==> src/rtl/mage_ff_one_pipe.sv <==
// Pipelined find-first-one / zero-count unit with valid/ready handshake and flush.
// A binary priority tree over LEN leaves is split by register stages between tree levels.
module mage_ff_one_pipe #(
    parameter  int LEN         = 32,
    parameter  int PIPE_STAGES = 2,
    parameter  int TAG_W       = 4,
    localparam int NUM_LEVELS  = $clog2(LEN),
    localparam int IDX_W       = NUM_LEVELS,
    localparam int RES_W       = $clog2(LEN + 1)
) (
    input  logic             clk_i,
    input  logic             rst_n_i,
    input  logic             flush_i,
    input  logic             in_valid_i,
    output logic             in_ready_o,
    input  logic [LEN-1:0]   in_data_i,
    input  logic [1:0]       mode_i,
    input  logic [TAG_W-1:0] in_tag_i,
    output logic             out_valid_o,
    input  logic             out_ready_i,
    output logic [RES_W-1:0] result_o,
    output logic             no_ones_o,
    output logic [TAG_W-1:0] tag_o
);

    localparam int PS    = PIPE_STAGES;
    localparam int NL    = NUM_LEVELS;
    localparam int NLEAF = 1 << NL;

    // Returns the stage (1..PS-1) whose register sits after tree level lvl, or 0 if none.
    function automatic int bnd_stage(input int lvl);
        int r;
        r = 0;
        for (int s = 1; s < PS; s++) begin
            if ((s * NL + PS - 1) / PS == lvl) r = s;
        end
        return r;
    endfunction

    logic          live_q, live_d;
    logic [PS:0]   rdy;
    logic [PS-1:0] load;

    assign rdy[PS]    = out_ready_i;
    assign in_ready_o = live_q & rdy[0] & ~flush_i;

    always_comb live_d = 1'b1;

    always_ff @(posedge clk_i or negedge rst_n_i) begin
        if (!rst_n_i) live_q <= 1'b0;
        else          live_q <= live_d;
    end

    // Per-stage handshake state; mode is only carried as far as the final result logic needs it.
    for (genvar gi = 0; gi < PS; gi++) begin : g_stg
        logic             valid_q, valid_d, up_valid;
        logic [TAG_W-1:0] tag_q, tag_d, up_tag;

        if (gi == 0) begin : g_src0
            assign up_valid = in_valid_i & in_ready_o;
            assign up_tag   = in_tag_i;
        end else begin : g_srcn
            assign up_valid = g_stg[gi-1].valid_q;
            assign up_tag   = g_stg[gi-1].tag_q;
        end

        assign rdy[gi]  = ~valid_q | rdy[gi+1];
        assign load[gi] = rdy[gi] & up_valid & ~flush_i;

        always_comb begin
            valid_d = valid_q;
            tag_d   = tag_q;
            if (flush_i)      valid_d = 1'b0;
            else if (rdy[gi]) valid_d = up_valid;
            if (load[gi])     tag_d   = up_tag;
        end

        always_ff @(posedge clk_i or negedge rst_n_i) begin
            if (!rst_n_i) begin
                valid_q <= 1'b0;
                tag_q   <= '0;
            end else begin
                valid_q <= valid_d;
                tag_q   <= tag_d;
            end
        end

        if (gi < PS - 1) begin : g_mode
            logic [1:0] mode_q, mode_d, up_mode;
            if (gi == 0) begin : g_m0
                assign up_mode = mode_i;
            end else begin : g_mn
                assign up_mode = g_stg[gi-1].g_mode.mode_q;
            end
            always_comb mode_d = load[gi] ? up_mode : mode_q;
            always_ff @(posedge clk_i or negedge rst_n_i) begin
                if (!rst_n_i) mode_q <= 2'b00;
                else          mode_q <= mode_d;
            end
        end
    end

    // Tree levels: level 0 are the leaves, level NL is the root.
    for (genvar gi = 0; gi <= NL; gi++) begin : g_lvl
        localparam int N  = NLEAF >> gi;
        localparam int BS = bnd_stage(gi);
        logic [N-1:0]       any_c, any_o;
        logic [N*IDX_W-1:0] idx_c, idx_o;

        if (gi == 0) begin : g_leaf
            logic rev;
            assign rev   = (mode_i == 2'b01) | (mode_i == 2'b10);
            assign idx_c = '0;
            for (genvar gj = 0; gj < N; gj++) begin : g_bit
                if (gj < LEN) begin : g_real
                    assign any_c[gj] = rev ? in_data_i[LEN-1-gj] : in_data_i[gj];
                end else begin : g_pad
                    assign any_c[gj] = 1'b0;
                end
            end
        end else begin : g_node
            for (genvar gj = 0; gj < N; gj++) begin : g_n
                assign any_c[gj] = g_lvl[gi-1].any_o[2*gj] | g_lvl[gi-1].any_o[2*gj+1];
                // Lower leaf wins ties; the right child's index gains this level's bit.
                assign idx_c[gj*IDX_W +: IDX_W] = g_lvl[gi-1].any_o[2*gj]
                    ? g_lvl[gi-1].idx_o[2*gj*IDX_W +: IDX_W]
                    : (g_lvl[gi-1].idx_o[(2*gj+1)*IDX_W +: IDX_W] | IDX_W'(1 << (gi - 1)));
            end
        end

        if (BS != 0) begin : g_reg
            logic [N-1:0]       any_q, any_d;
            logic [N*IDX_W-1:0] idx_q, idx_d;
            always_comb begin
                any_d = load[BS-1] ? any_c : any_q;
                idx_d = load[BS-1] ? idx_c : idx_q;
            end
            always_ff @(posedge clk_i or negedge rst_n_i) begin
                if (!rst_n_i) begin
                    any_q <= '0;
                    idx_q <= '0;
                end else begin
                    any_q <= any_d;
                    idx_q <= idx_d;
                end
            end
            assign any_o = any_q;
            assign idx_o = idx_q;
        end else begin : g_comb
            assign any_o = any_c;
            assign idx_o = idx_c;
        end
    end

    logic             root_any;
    logic [IDX_W-1:0] root_idx;
    logic [1:0]       fin_mode;
    logic [RES_W-1:0] res_q, res_d;
    logic             nz_q, nz_d;

    assign root_any = g_lvl[NL].any_o[0];
    assign root_idx = g_lvl[NL].idx_o[IDX_W-1:0];

    if (PS == 1) begin : g_fm_in
        assign fin_mode = mode_i;
    end else begin : g_fm_reg
        assign fin_mode = g_stg[PS-2].g_mode.mode_q;
    end

    always_comb begin
        res_d = res_q;
        nz_d  = nz_q;
        if (load[PS-1]) begin
            nz_d = ~root_any;
            if (!root_any)              res_d = fin_mode[1] ? RES_W'(LEN) : '0;
            else if (fin_mode == 2'b01) res_d = RES_W'(LEN - 1) - RES_W'(root_idx);
            else                        res_d = RES_W'(root_idx);
        end
    end

    always_ff @(posedge clk_i or negedge rst_n_i) begin
        if (!rst_n_i) begin
            res_q <= '0;
            nz_q  <= 1'b0;
        end else begin
            res_q <= res_d;
            nz_q  <= nz_d;
        end
    end

    assign out_valid_o = g_stg[PS-1].valid_q;
    assign tag_o       = g_stg[PS-1].tag_q;
    assign result_o    = res_q;
    assign no_ones_o   = nz_q;

endmodule

==> config.mk <==
export PLATFORM = sky130hd
export DESIGN_NAME = mage_ff_one_pipe
export DESIGN_NICKNAME = d
export VERILOG_FILES = /design/src/rtl/mage_ff_one_pipe.sv
export SDC_FILE = /design/constraint.sdc
export NUM_CORES = 1
export LEC_CHECK = 0
export BUFFER_PORTS_ARGS = -buffer_cell sky130_fd_sc_hd__clkbuf_2
export CAP_MARGIN = 25
export CORE_ASPECT_RATIO = 0.8
export CORE_UTILIZATION = 30
export DETAILED_ROUTE_END_ITERATION = 6
export RECOVER_POWER = 100
export SETUP_SLACK_MARGIN = 0.2
export SLEW_MARGIN = 40
export SYNTH_ARGS = -nofsm -noshare
export SYNTH_HDL_FRONTEND = slang
export SYNTH_SLANG_ARGS = --single-unit
==> constraint.sdc <==
create_clock -name clk_i -period 2.5 [get_ports clk_i]
set_input_delay 0 -clock clk_i [delete_from_list [all_inputs] [get_ports clk_i]]
set_output_delay 0 -clock clk_i [all_outputs]
set_load 0.1 [all_outputs]
# [Word level (Yosys, flattened, before mapping)]
# Cells that the tools add are included.
[totals] reg_bits=42 elab_cells=131
[classes] addsub=1 bitwise_logic=45 n_mux=70 n_eq_ne=3 n_reduce_logical=2
[ops] operator="two-way mux 1 bit" count=52
[ops] operator="OR 1 bit" count=34
[ops] operator="two-way mux 6 bit" count=3
[ops] operator="two-way mux 2 bit" count=8
[ops] operator="two-way mux 3 bit" count=4
[ops] operator="two-way mux 5 bit" count=2
[ops] operator="bitwise AND 1 bit" count=7
[ops] operator="subtractor 5 x 5 -> 6 bit (first input constant)" count=1
[ops] operator="equality test 2 x 1 -> 1 bit (second input constant)" count=2
[ops] operator="two-way mux 4 bit" count=1
[ops] operator="NOT 1 bit" count=4
[ops] operator="nonzero test 2 bit" count=2
[ops] operator="equality test 2 bit (second input constant)" count=1

# [Logic depth before layout (Yosys ltp)]
[logic_depth] ltp_word=8 mapped_depth=6 mapped_depth_nobuf=4

# [Worst setup path after synthesis]
# No wires, ideal clock.
[synth_path] kind="reg2out" from="reg g_stg[1].valid_q (netlist: out_valid_o)" to="out in_ready_o" required_time_ps=2500 path_stages_with_launch=3 arrival_time_ps=2530 setup_slack_ps=-30 path_buffers=0 cell_sequence="dfrtp_1 nor2b_1 a21oi_1"
[synth_via] elab_chain_cells=5
[synth_rtl] element="start: declaration" line_no="56" text="logic valid_q, valid_d, up_valid;"
[synth_rtl] element="start signal: assignment" line_no="83" text="valid_q <= valid_d;"
[synth_rtl] element="NOT 1 bit" line_no="67" text="assign rdy[gi] = ~valid_q | rdy[gi+1];"
[synth_rtl] element="OR 1 bit (2 in a row)" line_no="67"
[synth_rtl] element="bitwise AND 1 bit (2 in a row)" line_no="45" text="assign in_ready_o = live_q & rdy[0] & ~flush_i;"
[synth_rtl] element="end: declaration" line_no="15" text="output logic in_ready_o,"
# Every way passes these cells.

# [Worst setup path after layout]
# Ends and elaborated chain as after synthesis.

==> flow_summary.json <==
{
  "firstDrtPassIters": 4,
  "yosys.area_share.simple_pct": 18.3,
  "cts_buffer_depth": 2,
  "viasPerCell": 4.84,
  "synth_compound_area_share_pct": 18.9,
  "worst_slew_margin_rel_pct": 20.4,
  "largest_family_of_logic_cells_by_synthesized_area": "compound AO/OA/AOI/OAI gates",
  "fmax_mhz": 538,
  "ys.warnings.count": 0,
  "grt_max_degree": 37,
  "power_density_nw_per_um2": 800,
  "antenna_violations_before_repair": 0,
  "part_of_the_power_in_registers_pct": 38.1,
  "finalNonFillerCells": 360,
  "n_antenna_cell": 0,
  "finalCritPeriodShare_pct": 74.3,
  "postCtsResizedCells": 0,
  "dp_cells": 347,
  "final_net_count": 319,
  "min_delay_worst_endpoint": "out_valid_o",
  "drv_cap": 0,
  "tritoncts.num_buffers": 5,
  "gpl.final_weighted_congestion": 0.810,
  "hold_start": "out_ready_i",
  "fillCellCount": 680,
  "critical_path_peak_fanout": 3,
  "synth_fa_ha_area_share_pct": 0,
  "setup.worst_path.start": "out_valid_o",
  "grt_overflow_total": 0,
  "critical_path_class": "flop to output pin",
  "synth.yosys.seq_area_share_pct": 44.7,
  "path_clk_slew_ns": 0.07,
  "mux_share_of_post_synthesis_cell_area_pct": 10.0,
  "rr_startpoint": "out_valid_o",
  "grt_setup_unrepaired": "false",
  "crit_path_cell_trace": "nor2b_1 -> a21oi_2 -> clkbuf_1",
  "clk_latency_ns": 0.28,
  "final.min_clock_period_ns": 1.86,
  "synth-seq-cells": 36,
  "drt-total-wl_um": 4470,
  "drive_gt1_share_pct": 22.5,
  "slowest_delay_ns": 0.87,
  "detailed_place_hpwl_um": 3500,
  "leakagePower_uw": 0.00111,
  "hold_path_class": "primary input to flop",
  "peakVddDrop_v": 0.000267,
  "area_added_between_synthesis_and_finish_pct": 23.7,
  "hold_viol": 0,
  "net_switching_component_of_the_power_uw": 872,
  "final_max_slew_viol_count": 0,
  "clkPwrFrac_pct": 22.1,
  "wl_per_cell_um": 12.4,
  "postCtsSetupBuffers": 0,
  "crit_slowest_cell": "clkbuf_1",
  "clock_sinks": 36,
  "grt_pass1_vias": 1568,
  "initial_core_util_pct": 31.3,
  "timing.hold.ws_ns": 0.0322,
  "timing_worst_slew_pin_value_ns": 1.20,
  "syn-instance-count": 216,
  "power_switching_share_pct": 43.7,
  "syn_nets": 259,
  "die-area_um2": 7060,
  "final_core_utilization_pct": 38.7,
  "synthDistinctLibCells": 28,
  "run_status": "completed",
  "overall_via_count_from_detail_route": 1743,
  "crit_reg_reg_endpoint": "g_lvl[3].g_reg.idx_q[11]",
  "critical_path_arrival_ns": 1.86,
  "post_synth_xor_area_fraction_pct": 3.41,
  "synth_area_um2": 2020,
  "grt_pass1_wl_um": 7260,
  "io_pins": 56,
  "final.setup.tns_ns": 0,
  "fp.coreArea_um2": 6440,
  "required_time_at_the_worst_slack_endpoint_ns": 2.50,
  "initialDrtViolationCount": 91,
  "timing.reg2reg.worst_path_depth": 5,
  "drt.antenna.violating_nets": 0,
  "hold_path_depth": 4,
  "width_of_the_die_um": 93.7,
  "tritoncts_clock_tree": "built",
  "rrSetupSlack_ns": 0.68,
  "post-route-drc-count": 0,
  "internal_uw": 1130,
  "worst_clock_skew_ns": 0.00538,
  "placement_rows": 26,
  "die_height_um": 75.3,
  "critical_path.endpoint_type": "output pin",
  "clock-root-buffer": "clkbuf_8",
  "setup_viol_count_final": 0,
  "combPwrFrac_pct": 39.8,
  "syn_avg_cell_area_um2": 9.34,
  "start_kind": "flop",
  "number_of_levels_the_h_tree_was_split_into": 2,
  "port_buffers": 55,
  "groute.usage.overall_pct": 13.2
}
==> power by group through the flow <==
stage               logic, uW  registers, uW  clock network [uW]
finish                    795            760                 442
global route              840            776                 477
CTS                       817            763                 450
detailed placement        809            774                   0
global placement          799            775                   0
floorplan                 240           1170                   0
==> flip-flops by register name, summed over array words and instances (netlist names), 2 cells and up <==
name               count
fin_mode               2
g_lvl.any_o            4
g_lvl.g_reg.idx_q     12
g_stg.tag_q            4
result_o               6
tag_o                  4
==> stage by stage <==
stage / cell area [um2] / power [uW] / setup slack [ns]
after floorplan: 2020 / 1410 / 0.488
after global placement: 2360 / 1570 / 0.734
after global routing: 2490 / 2090 / 0.531
final: 2490 / 2000 / 0.641
after detailed placement: 2360 / 1580 / 0.704
after CTS: 2520 / 2030 / 0.676
==> metal layers <==
| metal | track usage (%) | part of all wire (%) |
|---|---|---|
| met1 | 19.6 | 53 |
| met3 | 3.19 | 4.3 |
| met5 | 0 | 0 |
| met4 | 3.59 | 0.94 |
| met2 | 19.3 | 42 |
==> cell usage after synthesis <==
cell | count | area share [%]
a211o_1 | 1 | 0.43
a211oi_1 | 3 | 1.1
a21oi_1 | 14 | 3.5
a22o_1 | 5 | 2.2
a311oi_1 | 2 | 0.87
a31oi_1 | 2 | 0.62
a32oi_1 | 4 | 1.7
buf_2 | 4 | 0.99
buf_4 | 2 | 0.74
buf_6 | 1 | 0.56
clkbuf_1 | 3 | 0.56
conb_1 | 1 | 0.19
dfrtp_1 | 36 | 45
inv_1 | 9 | 1.7
mux2_2 | 10 | 5.6
mux2i_1 | 9 | 4.5
nand2_1 | 19 | 3.5
nand2b_1 | 5 | 1.6
nor2_1 | 17 | 3.2
nor2b_1 | 16 | 5.0
nor3_1 | 4 | 0.99
nor3_2 | 1 | 0.50
nor3b_1 | 3 | 1.1
nor4_1 | 8 | 2.5
o21ai_0 | 26 | 6.5
o311a_1 | 4 | 2.0
xnor2_1 | 6 | 2.6
xor2_2 | 1 | 0.81
==> timing repair <==
action,CTS,global route
hold buffers,6,0
endpoints found under the setup margin,0,0
hold endpoints to repair,41,0
==> area by class of cell <==
class	count	area [um2]	share of cell area, %
well taps	84	105	4.21
repair buffers	63	335	13.4
multi-input cells	161	1020	41.0
clock buffers	7	96.3	3.86
inverters	9	33.8	1.35
flip-flops and latches	36	901	36.1
==> worst max-delay path: cells and delay by family, from the launching register on <==
kind,cells,cell delay [ns]
flops,1,0.40
simple gates,1,0.17
buf+inv,1,0.87
compound gates,1,0.14
==> cells by family (layout without fill, tap and decap cells) <==
logic type | after synthesis | count (layout)
AND/OR/NAND/NOR | 73 | 73
buffers and inverters | 19 | 79
XOR/XNOR | 7 | 7
AO/OA/AOI/OAI | 61 | 61
multiplexers | 19 | 19
other | 1 | 1
flip-flops | 36 | 36
==> worst max path at each step <==
stage / to / slack (ns) / depth (start not counted)
floorplan: fin_mode[0] / 0.49 / 4
CTS: g_lvl[3].g_reg.idx_q[11] / 0.68 / 5
global placement: g_lvl[3].g_reg.idx_q[11] / 0.73 / 5
finish: in_ready_o / 0.64 / 3
global route: g_lvl[3].any_o[1] / 0.53 / 5
detailed placement: g_lvl[3].g_reg.idx_q[11] / 0.70 / 5
==> placed cells by master (no fill, tap or decap), types with 6 or more instances in the layout <==
cell type      Yosys  final
nor2b_1           16     16
nor2_1            17     17
inv_1              9      9
clkbuf_2           0     40
clkbuf_1           3     14
o21ai_0           26     26
mux2_2            10     10
clkbuf_8           0      7
nand2_1           19     19
dfrtp_1           36     36
xnor2_1            6      6
nor4_1             8      8
dlygate4sd3_1      0      6
a21oi_1           14     13
mux2i_1            9      9
No activity file was read; power rests on OpenSTA's default activity.
